**src/rtl/onehot_select_pkg.sv**
```systemverilog
// Shared types and decode helper for the one-hot select generator family.
package onehot_select_pkg;

  typedef enum logic [1:0] {
    BLANK = 2'd0,
    HOLD  = 2'd1,
    SCAN  = 2'd2
  } sel_state_t;

  localparam logic MODE_DIRECT = 1'b0;
  localparam logic MODE_SCAN   = 1'b1;

  // Widest decode supported; callers size-cast the result down to their line count.
  localparam int ONEHOT_MAX = 256;

  function automatic logic [ONEHOT_MAX-1:0] onehot_dec(input int unsigned idx, input int unsigned n);
    logic [ONEHOT_MAX-1:0] v;
    for (int unsigned i = 0; i < ONEHOT_MAX; i++) v[i] = (i == idx) && (i < n);
    return v;
  endfunction

endpackage

```
**src/rtl/onehot_select_gen_dwell.sv**
```systemverilog
// Dwell counter: counts 0..DWELL-1 while enabled, flags the last count.
module dwell_counter
  import onehot_select_pkg::*;
#(
  parameter int DWELL = 4
) (
  input  logic clk,
  input  logic rst,
  input  logic clr,
  input  logic cen,
  output logic tc
);

  localparam int CW = (DWELL > 1) ? $clog2(DWELL) : 1;
  localparam logic [CW-1:0] LAST = CW'(DWELL - 1);

  logic [CW-1:0] cnt;

  assign tc = (cnt == LAST);

  always_ff @(posedge clk or posedge rst) begin
    if (rst)      cnt <= '0;
    else if (clr) cnt <= '0;
    else if (cen) cnt <= tc ? '0 : cnt + 1'b1;
  end

endmodule

```
**src/rtl/onehot_select_gen.sv**
```systemverilog
// Registered binary-to-one-hot select with host load, auto-scan, range check
// and step/wrap/err status pulses.
module onehot_select_gen
  import onehot_select_pkg::*;
#(
  parameter int SEL_W      = 3,
  parameter int NUM_OUT    = 2**SEL_W,
  parameter int DWELL      = 4,
  parameter bit ACTIVE_LOW = 1'b0
) (
  input  logic               clk,
  input  logic               rst,
  input  logic               en,
  input  logic               mode,
  input  logic               load_valid,
  input  logic [SEL_W-1:0]   load_idx,
  output logic [NUM_OUT-1:0] dout,
  output logic [SEL_W-1:0]   idx,
  output logic               step,
  output logic               wrap,
  output logic               err
);

  localparam logic [SEL_W:0]     N_W      = (SEL_W + 1)'(NUM_OUT);
  localparam logic [SEL_W-1:0]   LAST     = SEL_W'(NUM_OUT - 1);
  localparam logic [NUM_OUT-1:0] INACTIVE = {NUM_OUT{ACTIVE_LOW}};

  sel_state_t         state, state_nx;
  logic               load_ok, load_bad;
  logic               cnt_clr, cnt_en, tc, advance, at_last;
  logic [SEL_W-1:0]   idx_nx;
  logic [NUM_OUT-1:0] dec;

  always_comb begin
    state_nx = BLANK;
    if (en) state_nx = (mode == MODE_SCAN) ? SCAN : HOLD;
  end

  assign load_ok  = load_valid && ({1'b0, load_idx} < N_W);
  assign load_bad = load_valid && !load_ok;

  // Any load (good or bad) pre-empts the dwell logic; a rejected one freezes it.
  assign cnt_clr = load_ok ||
                   (!load_valid && state_nx != BLANK && (state_nx != state || state_nx == HOLD));
  assign cnt_en  = !load_valid && state == SCAN && state_nx == SCAN;

  dwell_counter #(.DWELL(DWELL)) u_dwell (
    .clk (clk),
    .rst (rst),
    .clr (cnt_clr),
    .cen (cnt_en),
    .tc  (tc)
  );

  assign advance = cnt_en && tc;
  assign at_last = (idx == LAST);

  always_comb begin
    idx_nx = idx;
    if (load_ok)      idx_nx = load_idx;
    else if (advance) idx_nx = at_last ? '0 : idx + 1'b1;
  end

  assign dec = NUM_OUT'(onehot_dec(32'(idx_nx), 32'(NUM_OUT)));

  always_ff @(posedge clk or posedge rst) begin
    if (rst) begin
      state <= BLANK;
      idx   <= '0;
      dout  <= INACTIVE;
      step  <= 1'b0;
      wrap  <= 1'b0;
      err   <= 1'b0;
    end else begin
      state <= state_nx;
      idx   <= idx_nx;
      dout  <= ((state_nx != BLANK) ? dec : '0) ^ INACTIVE;
      step  <= advance;
      wrap  <= advance && at_last;
      err   <= load_bad;
    end
  end

endmodule
```
**config.mk**
```make
export PLATFORM = sky130hd
export DESIGN_NAME = onehot_select_gen
export DESIGN_NICKNAME = d
export VERILOG_FILES = /design/src/rtl/onehot_select_pkg.sv /design/src/rtl/onehot_select_gen_dwell.sv /design/src/rtl/onehot_select_gen.sv
export SDC_FILE = /design/constraint.sdc
export NUM_CORES = 1
export LEC_CHECK = 0
export ABC_CLOCK_PERIOD_IN_PS = 1500
export CAP_MARGIN = 20
export CELL_PAD_IN_SITES_DETAIL_PLACEMENT = 2
export CELL_PAD_IN_SITES_GLOBAL_PLACEMENT = 2
export CORE_AREA = 2 2 58 60
export CTS_CLUSTER_DIAMETER = 60
export DETAILED_ROUTE_END_ITERATION = 8
export DIE_AREA = 0 0 60 62
export PLACE_DENSITY = 0.69
export SKIP_CTS_REPAIR_TIMING = 1
export SYNTH_ARGS = -nofsm -noshare
export SYNTH_HDL_FRONTEND = slang
export SYNTH_HIERARCHICAL = 1
export SYNTH_SLANG_ARGS = --single-unit
```
**constraint.sdc**
```tcl
create_clock -name clk -period 1.5 [get_ports clk]
set_input_delay 0.3 -clock clk [delete_from_list [all_inputs] [get_ports clk]]
set_output_delay 0.3 -clock clk [all_outputs]
set_load 0.005 [all_outputs]
```
==> results.cfg <==
[routing]
drt_wl_total_um = 2280
drc_errors = 0
firstDrtPassIters = 3
wl_per_cell_um = 15.3
drt_iter0_drc = 1
vias = 642
ant_nets = 0
routed_via_density = 4.31

[final_layout]
num-fill-cells = 336
diodes = 0
nets = 115
final_util = 0.403
syn2layout_area_growth_pct = 64.8
layout-drive-gt1-share = 0.447

[logic_synthesis]
synth_nets = 75
syn-cell-area_um2 = 778
yosysTopAreaCellShare = 0.547
yosys_register_bits = 17
avgSynthCellArea_um2 = 12.2
ys_async_sr_fraction = 1.00
synthTopCellsByCount = dfrtp_1 (17), nor3_1 (8), and3_1 (3), ha_1 (3)
ys_seq_area_frac = 0.547
ys_types = 30
synth_top_area_cell = dfrtp_1
yosysMostFrequentCell = dfrtp_1
yosys_warnings = 6
synth_enable_flop_cells = 0
yosys_most_used_dff = dfrtp_1
syn_inst = 64
synth_area_leaders = dfrtp_1 (55%), o31ai_4 (5.5%), nor3_1 (5.1%)

[pwr]
comb_power_share = 0.227
pwr_density_cell_nw_per_um2 = 737
leakage_nw = 0.606
p_switching_uw = 252
pwr-share-clk = 0.258
irDropWorstVdd_mv = 0.313
internal_power_uw = 693
p_sw_frac = 0.267
power_frac_seq = 0.515

[floorplan]
start_util = 0.245
ios = 22
core_area_um2 = 3180
dieArea_um2 = 3720
core.rowCount = 21
die_h_um = 62
fp.dieW_um = 60

[setup_path]
path_cells = ha_2, ha_4, a32o_2, or3b_4, nor3_2
endpoint_kind = register
cp_slowest_cell = or3b_4
path_class = register to register
crit_required_ns = 1.71
worstPathArrival_ns = 1.90
max_stage_delay_ns = 0.42
critPathBufInv = 0
crit_path_start_kind = register
crit_family = simple AND/OR/NAND/NOR gates
critPathMaxFanout = 4

[grt]
grt_pass1_vias = 699
grt_usage = 0.130
grt_max_degree = 16
grt_first_pass_wirelength_um = 3390
antenna_found_initial = 0
grt-ovfl-total = 0

[run_status]
status = complete, but fails checks
failed_checks = setup timing

[clocking]
clock-sinks = 17
clockRootBuffer = clkbuf_4
cts_tree = built
cts_buffer_depth = 2
numCtsBuffers = 3
clk_pin_slew_ns = 0.10
htreeDepth = 1
clk_latency_ns = 0.29

[timing]
hold_viol = 0
rsz0062_at_grt = true
tns_ns = -1.21
whs_ns = 0.172
slew_viol_final = 0
setup_slack_ns = -0.190
fin_crit_sh = 1.13
timing.final.crit_period_ns = 1.69
clock_skew_ns = 0.00366
fmax_mhz = 592
setup_viol = 10

[placed_design]
io_buffer_count = 20
place_congestion = 0.739
hpwl_um = 1690
post-place-ws_ns = -0.569

[run]
maxCapViolCount = 0

[worst_hold_path]
hold_class = input pin to asynchronous set/reset pin
## cells in the final DEF (no fill, tap or decap), types with 3 or more instances in the layout
master,n
dfrtp_1,17
clkdlybuf4s50_1,15
buf_4,13
nor3_2,6
dlymetal6s2s_1,5
buf_6,4
clkbuf_4,3
## power groups by stage
stage | sequential (mW) | combinational (mW) | clock, mW
final | 0.487 | 0.214 | 0.244
after global routing | 0.488 | 0.238 | 0.281
after CTS | 0.486 | 0.200 | 0.260
after detailed placement | 0.496 | 0.198 | 0
after global placement | 0.494 | 0.190 | 0
after floorplan | 0.498 | 0.0801 | 0
## layout make-up
cell class                      count  area [µm²]  area share
Sequential cell                    17         425       0.332
Multi-Input combinational cell     41         402       0.313
Timing Repair Buffer               37         355       0.277
Tap cell                           46        57.6      0.0449
Clock buffer                        3        22.5      0.0176
Inverter                            4        15.0      0.0117
Clock inverter                      1        5.00     0.00390
## metrics by stage
step,std cells,power [mW],cell area (µm²)
finish,149,0.945,1280
global route,149,1.01,1280
CTS,147,0.947,1190
detailed placement,143,0.693,1170
global placement,143,0.685,1170
floorplan,64,0.578,816
## cell families (layout without fill, tap and decap cells)
| kind of cell | after synthesis | after routing | share of synthesized area |
|---|---|---|---|
| AO/OA/AOI/OAI | 9 | 9 | 0.122 |
| adder cells (fa/ha/maj) | 3 | 3 | 0.0482 |
| buffers and inverters | 6 | 45 | 0.0434 |
| flip-flops | 17 | 17 | 0.547 |
| multiplexers | 1 | 1 | 0.0129 |
| other | 1 | 1 | 0.00482 |
| AND/OR/NAND/NOR | 27 | 27 | 0.222 |
## metal layers
| metal | vias to the layer above | share of wire | wire [µm] | track usage |
|---|---|---|---|---|
| met5 | - | 0 | 0 | 0 |
| met4 | 0 | 0.016 | 36 | 0.0571 |
| met1 | 332 | 0.41 | 923 | 0.150 |
| met3 | 4 | 0.019 | 44 | 0.0248 |
| met2 | 9 | 0.56 | 1280 | 0.234 |
| li1 | 297 | - | - | - |
## registers in the layout, indices dropped and copies added, names as in the netlist
| register | flops |
|---|---|
| wrap | 1 |
| step | 1 |
| state | 2 |
| u_dwell/cnt | 2 |
| dout | 8 |
| idx | 3 |
## path summary, 6_finish.rpt
| kind | from | end | slack [ns] | cells past startpoint |
|---|---|---|---|---|
| hold reg to reg | u_dwell/cnt[1] | u_dwell/cnt[1] | 0.72 | 3 |
| min in group clk | mode | state[0] | 0.26 | 2 |
| setup reg to reg | idx[1] | dout[2] | -0.19 | 5 |
| hold / removal | rst | u_dwell/cnt[1] | 0.17 | 2 |
| max in group asynchronous | rst | dout[1] | 0.99 | 3 |
| setup / recovery | idx[1] | dout[2] | -0.19 | 5 |
No activity file was read; power rests on OpenSTA's default activity.
